### config.mk
export PLATFORM = sky130hd
export DESIGN_NAME = keypad_emulator_flat
export DESIGN_NICKNAME = d
export VERILOG_FILES = /design/src/rtl/keypad_emulator_if.sv /design/src/rtl/keypad_emulator.sv /design/src/flat_wrapper.sv
export SDC_FILE = /design/constraint.sdc
export NUM_CORES = 1
export LEC_CHECK = 0
export CAP_MARGIN = 10
export CORE_ASPECT_RATIO = 1.75
export CORE_MARGIN = 2
export CORE_UTILIZATION = 45
export DETAILED_ROUTE_END_ITERATION = 10
export PLACE_DENSITY = 0.69
export SYNTH_ARGS = -nofsm -noshare
export SYNTH_HDL_FRONTEND = slang
export SYNTH_SLANG_ARGS = --single-unit
### constraint.sdc
create_clock -name clk_Teclado -period 1.88 [get_ports clk_Teclado]
set_input_delay 0.376 -clock clk_Teclado [delete_from_list [all_inputs] [get_ports clk_Teclado]]
set_output_delay 0.376 -clock clk_Teclado [all_outputs]
set_load 0.005 [all_outputs]
### src/rtl/keypad_emulator_if.sv
// keypad_emulator_if: key request handshake between the SoC (master) and the keypad emulator (slave).
interface keypad_emulator_if;
  logic [3:0] key_idx;
  logic       key_valid;
  logic       key_ready;
  modport master(output key_idx, key_valid, input key_ready);
  modport slave(input key_idx, key_valid, output key_ready);
endinterface

### src/rtl/keypad_emulator.sv
// keypad_emulator: answers a 4x4 keypad row scan as if one key were held closed for a while, then released.
module keypad_emulator #(
  parameter int PRESS_CYCLES   = 64,
  parameter int RELEASE_CYCLES = 64
) (
  input  logic                clk_Teclado,
  input  logic                rst_n,
  keypad_emulator_if.slave    req,
  input  logic [3:0]          Fila,
  output logic [3:0]          Columna,
  output logic                busy,
  output logic                done
);
  localparam int MAXC = (PRESS_CYCLES > RELEASE_CYCLES) ? PRESS_CYCLES : RELEASE_CYCLES;
  localparam int CW   = ($clog2(MAXC) < 1) ? 1 : $clog2(MAXC);
  typedef enum logic [1:0] {IDLE, PRESS, RELEASE} state_t;
  state_t        state_q, state_d;
  logic [CW-1:0] cnt_q, cnt_d;
  logic [3:0]    row_q, row_d, col_q, col_d;
  logic          done_q, done_d;
  logic [7:0]    map;
  always_comb begin
    case (req.key_idx)
      4'd0:    map = {4'b0001, 4'b0100};
      4'd1:    map = {4'b1000, 4'b1000};
      4'd2:    map = {4'b1000, 4'b0100};
      4'd3:    map = {4'b1000, 4'b0010};
      4'd4:    map = {4'b0100, 4'b1000};
      4'd5:    map = {4'b0100, 4'b0100};
      4'd6:    map = {4'b0100, 4'b0010};
      4'd7:    map = {4'b0010, 4'b1000};
      4'd8:    map = {4'b0010, 4'b0100};
      4'd9:    map = {4'b0010, 4'b0010};
      4'd10:   map = {4'b1000, 4'b0001};
      4'd11:   map = {4'b0100, 4'b0001};
      4'd12:   map = {4'b0010, 4'b0001};
      4'd13:   map = {4'b0001, 4'b0001};
      4'd14:   map = {4'b0001, 4'b1000};
      default: map = {4'b0001, 4'b0010};
    endcase
  end
  always_comb begin
    state_d = state_q;
    cnt_d   = cnt_q;
    row_d   = row_q;
    col_d   = col_q;
    done_d  = 1'b0;
    case (state_q)
      IDLE: if (req.key_valid) begin
        state_d        = PRESS;
        cnt_d          = CW'(PRESS_CYCLES - 1);
        {row_d, col_d} = map;
      end
      PRESS: if (cnt_q == '0) begin
        state_d = RELEASE;
        cnt_d   = CW'(RELEASE_CYCLES - 1);
      end else cnt_d = cnt_q - 1'b1;
      RELEASE: if (cnt_q == '0) begin
        state_d = IDLE;
        done_d  = 1'b1;
      end else cnt_d = cnt_q - 1'b1;
      default: state_d = IDLE;
    endcase
  end
  always_ff @(posedge clk_Teclado or negedge rst_n) begin
    if (!rst_n) begin
      state_q <= IDLE;
      cnt_q   <= '0;
      row_q   <= '0;
      col_q   <= '0;
      done_q  <= 1'b0;
    end else begin
      state_q <= state_d;
      cnt_q   <= cnt_d;
      row_q   <= row_d;
      col_q   <= col_d;
      done_q  <= done_d;
    end
  end
  // All-rows scan (1111) or the exact latched row closes the switch; anything else stays open
  assign Columna       = (state_q == PRESS && (Fila == 4'b1111 || Fila == row_q)) ? col_q : 4'b0000;
  assign req.key_ready = (state_q == IDLE);
  assign busy          = (state_q != IDLE);
  assign done          = done_q;
endmodule

### src/flat_wrapper.sv
// flat-port wrapper written by rule: the top's interface ports become plain ports
module keypad_emulator_flat 
#(
  parameter int PRESS_CYCLES   = 64,
  parameter int RELEASE_CYCLES = 64
)
  (clk_Teclado, rst_n, Fila, Columna, busy, done, req_key_idx, req_key_valid, req_key_ready);
  keypad_emulator_if req_i ();
  input  logic clk_Teclado;
  input  logic rst_n;
  input  logic [3:0] Fila;
  output logic [3:0] Columna;
  output logic busy;
  output logic done;
  input wire logic [$bits(req_i.key_idx)-1:0] req_key_idx;
  input wire logic [$bits(req_i.key_valid)-1:0] req_key_valid;
  output wire logic [$bits(req_i.key_ready)-1:0] req_key_ready;
  assign req_i.key_idx = req_key_idx;
  assign req_i.key_valid = req_key_valid;
  assign req_key_ready = req_i.key_ready;
  keypad_emulator #(.PRESS_CYCLES(PRESS_CYCLES), .RELEASE_CYCLES(RELEASE_CYCLES)) u_core (.clk_Teclado(clk_Teclado), .rst_n(rst_n), .req(req_i), .Fila(Fila), .Columna(Columna), .busy(busy), .done(done));
endmodule
==> implementation parameters <==
Parameter                              Value

Worst setup path
  Maximum fanout encountered on the critical timing path    3
  Crit path arrival time    approximately 1500 ps
  Nature of the critical path endpoint    output port
  Category of the most critical setup path    flip-flop to output port
  Kind of start point of the critical path    flip-flop
  Worst EP required    approximately 1500 ps

STA
  Number of max-slew violations in the final report    0
  Final number of setup-violating endpoints    0
  Fmax achieved    between 0.5 and 0.6 GHz
  Worst hold slack    around 450 ps
  Number of hold-slack violations in the final timing report    0
  Transition time of the tightest slew-check pin    about 420 ps
  Headroom to the max-slew limit    0.716
  PnR worst setup slack    between 20 and 25 ps
  Largest clock skew in the final design    5.55 ps
  Period utilization    0.987
  Setup repair after global routing missed its margin    yes
  Final critical delay including setup and external delays    about 1900 ps

Floorplanning
  Row Count    24
  Width of the die    around 42 um
  Io pins    18
  Core Area    around 2400 um^2
  Initial standard-cell utilization of the core    0.466
  Total die area    slightly below 3000 um^2
  Die height    just over 70 um

Logic synthesis
  Syn Std Cell Area    1130 um^2
  Number of storage elements in the synthesis netlist    17
  Synth unique cells    36
  Cell types occupying the most area after synthesis    sky130_fd_sc_hd__dfrtp_1 38%, sky130_fd_sc_hd__ha_1 9.9%, sky130_fd_sc_hd__nand2_1 4.3%
  Fraction of post-synthesis cell area in the top cell type by area    0.376
  Proportion of register bits with asynchronous set or reset after synthesis    1.00
  Yosys warns    0
  Number of nets in the synthesized netlist    between 100 and 150
  Synthesized area per cell    8.99 um^2
  Synthesized instance count    around 130
  Commonest register cell after synthesis    sky130_fd_sc_hd__dfrtp_1
  Post-synthesis sequential area ratio    0.376
  Number of enable flip-flop cells after synthesis    0
  Library cell occupying the most area in the post-synthesis netlist    sky130_fd_sc_hd__dfrtp_1

Global route
  First-pass GRT wire length    ~4.6 mm
  Remaining global-route overflow    0
  Via count of the first global-routing pass    ~1000
  Antenna violations before repair    0
  Gr usage total    0.209
  Largest net degree at the start of global routing    18

Final layout
  Layout net count    between 150 and 200
  Antenna cells    0
  Final core utilization    0.612
  Fraction of final layout cells sized beyond drive strength 1    0.201
  Post-route cell area    between 1000 and 1500 um^2
  Layout overhead on the synthesized area    31.4%

Pwr
  Static power due to leakage    about 0.69 nW
  Ratio of total power to cell area    between 1000 and 1500 nW/um^2
  IR Drop Worst-Case VDD    about 0.62 mV

Placement
  Placed cell area    1410 um^2
  Number of buffers added on ports    17
  Final estimated routing congestion in global placement    0.823
  HPWL after detailed placement    between 2 and 2.5 mm
  Post-placement setup slack    -539 ps

Clock tree
  Total clock buffers created by CTS    3
  Clk sink count    17
  Number of buffers inserted for hold repair after clock tree synthesis    0
  Clock tree from TritonCTS    done
  Root buffer cell    sky130_fd_sc_hd__clkbuf_8
  Skew-Pair Late Insertion Delay    roughly 260 ps
  Register clock-pin slew on the reported worst setup and hold paths    70 ps
  Deepest clock path buffer count    2
  H-Tree Level Count    1

Detailed routing
  Antenna-violating nets left    0
  Detailed-route vias per instance    5.62
  Via count    ~1000
  Routed wire length    2.71 mm
  Number of DRC violations after detailed routing    0
  Drt wl/cell    roughly 15 um
  Detailed-routing iteration count for the pre-antenna-repair pass    4
  DR iter-0 viols    38

Run status
  Result of the run    completed

Run
  Count of max-cap constraint violations    0

Worst hold path
  Type of the worst min-delay path    input pin to asynchronous set/reset pin
==> kinds of logic (layout without fill, tap and decap cells) <==
family,Yosys count,in the layout,share of synthesized area
compound gates,41,41,0.250
xor+xnor,5,5,0.0387
fa+ha+maj,9,9,0.0994
buf+inv,12,45,0.0475
flops,17,17,0.376
simple gates,42,42,0.189
==> report_power, final <==
| part | internal [mW] | switching (mW) |
|---|---|---|
| Clock | 0.151 | 0.128 |
| Combinational | 0.445 | 0.406 |
| Sequential | 0.517 | 0.133 |
==> state kept, by name (all words and copies together) (netlist names) <==
| name | count |
|---|---|
| u_core.cnt_q | 6 |
| u_core.col_q | 4 |
| u_core.row_q | 4 |
| u_core.state_q | 2 |
| u_core.done | 1 |
==> cell usage after synthesis (3+ instances only) <==
master	n
sky130_fd_sc_hd__dfrtp_1	17
sky130_fd_sc_hd__nand2_1	13
sky130_fd_sc_hd__ha_1	9
sky130_fd_sc_hd__nor2_1	9
sky130_fd_sc_hd__o21ai_0	9
sky130_fd_sc_hd__inv_1	8
sky130_fd_sc_hd__a21oi_1	5
sky130_fd_sc_hd__and2_1	4
sky130_fd_sc_hd__nand2b_1	4
sky130_fd_sc_hd__nor2b_1	4
sky130_fd_sc_hd__o21ai_1	4
sky130_fd_sc_hd__xnor2_1	4
sky130_fd_sc_hd__a21o_1	3
sky130_fd_sc_hd__a22o_1	3
==> repair_timing <==
item | in CTS | in global routing
resized for setup | 23 | 4
setup endpoints to repair | 6 | 4
buffers inserted | 3 | 0
pin swaps | 7 | 3
==> worst paths after layout <==
path / start / end / slack [ps] / cells past startpoint
max: u_core.state_q[1] / Columna[2] / 20 / 6
min: rst_n / u_core.state_q[0] / 450 / 2
max reg2reg: u_core.cnt_q[0] / u_core.cnt_q[2] / 130 / 7
min reg2reg: u_core.col_q[3] / u_core.col_q[3] / 480 / 2
max in group asynchronous: rst_n / u_core.col_q[3] / 1240 / 2
min in group clk_Teclado: u_core.col_q[3] / u_core.col_q[3] / 480 / 2
==> per-layer routing <==
| metal | GRT usage | up-vias | share of wire |
|---|---|---|---|
| met5 | 0 | - | 0 |
| met4 | 0.104 | 0 | 0.027 |
| met3 | 0.0258 | 6 | 0.017 |
| met2 | 0.406 | 14 | 0.59 |
| met1 | 0.205 | 505 | 0.37 |
| li1 | - | 515 | - |
==> cell type report <==
class	instances	area (um^2)
Fill cell	234	945
Multi-Input combinational cell	97	674
Sequential cell	17	425
Timing Repair Buffer	33	280
Clock buffer	4	45.0
Tap cell	26	32.5
Inverter	8	30.0
==> placed cells by master (no fill, tap or decap), types with 2 or more instances in the layout <==
cell type / instances
sky130_fd_sc_hd__a21o_1: 3
sky130_fd_sc_hd__a21oi_1: 5
sky130_fd_sc_hd__a22o_1: 3
sky130_fd_sc_hd__a22oi_1: 2
sky130_fd_sc_hd__a31oi_1: 2
sky130_fd_sc_hd__and2_1: 2
sky130_fd_sc_hd__and2_4: 2
sky130_fd_sc_hd__buf_4: 16
sky130_fd_sc_hd__buf_6: 2
sky130_fd_sc_hd__clkbuf_8: 3
sky130_fd_sc_hd__clkdlybuf4s50_1: 7
sky130_fd_sc_hd__dfrtp_1: 17
sky130_fd_sc_hd__dlygate4sd2_1: 6
sky130_fd_sc_hd__ha_1: 8
sky130_fd_sc_hd__inv_1: 7
sky130_fd_sc_hd__nand2_1: 13
sky130_fd_sc_hd__nand2b_1: 4
sky130_fd_sc_hd__nand4_1: 2
sky130_fd_sc_hd__nor2_1: 9
sky130_fd_sc_hd__nor2b_1: 4
sky130_fd_sc_hd__o211ai_1: 2
sky130_fd_sc_hd__o21a_1: 2
sky130_fd_sc_hd__o21ai_0: 9
sky130_fd_sc_hd__o21ai_1: 4
sky130_fd_sc_hd__o221a_1: 2
sky130_fd_sc_hd__xnor2_1: 4
==> critical path, cell delays in order (launching register included) <==
cell and delay (ps):
sky130_fd_sc_hd__dfrtp_1 380, sky130_fd_sc_hd__inv_1 80, sky130_fd_sc_hd__ha_1 190, sky130_fd_sc_hd__a21boi_2 210
sky130_fd_sc_hd__buf_4 140, sky130_fd_sc_hd__and2_4 140, sky130_fd_sc_hd__buf_6 90
==> through the flow <==
stage,power (mW),TNS [ps],cells
6_report,1.78,0,185
5_1_grt,1.92,-141,185
4_1_cts,1.79,0,185
3_5_place_dp,1.46,-2090,178
3_3_place_gp,1.43,-1980,178
2_1_floorplan,1.16,0,126
(Power assumes the default switching activity.)
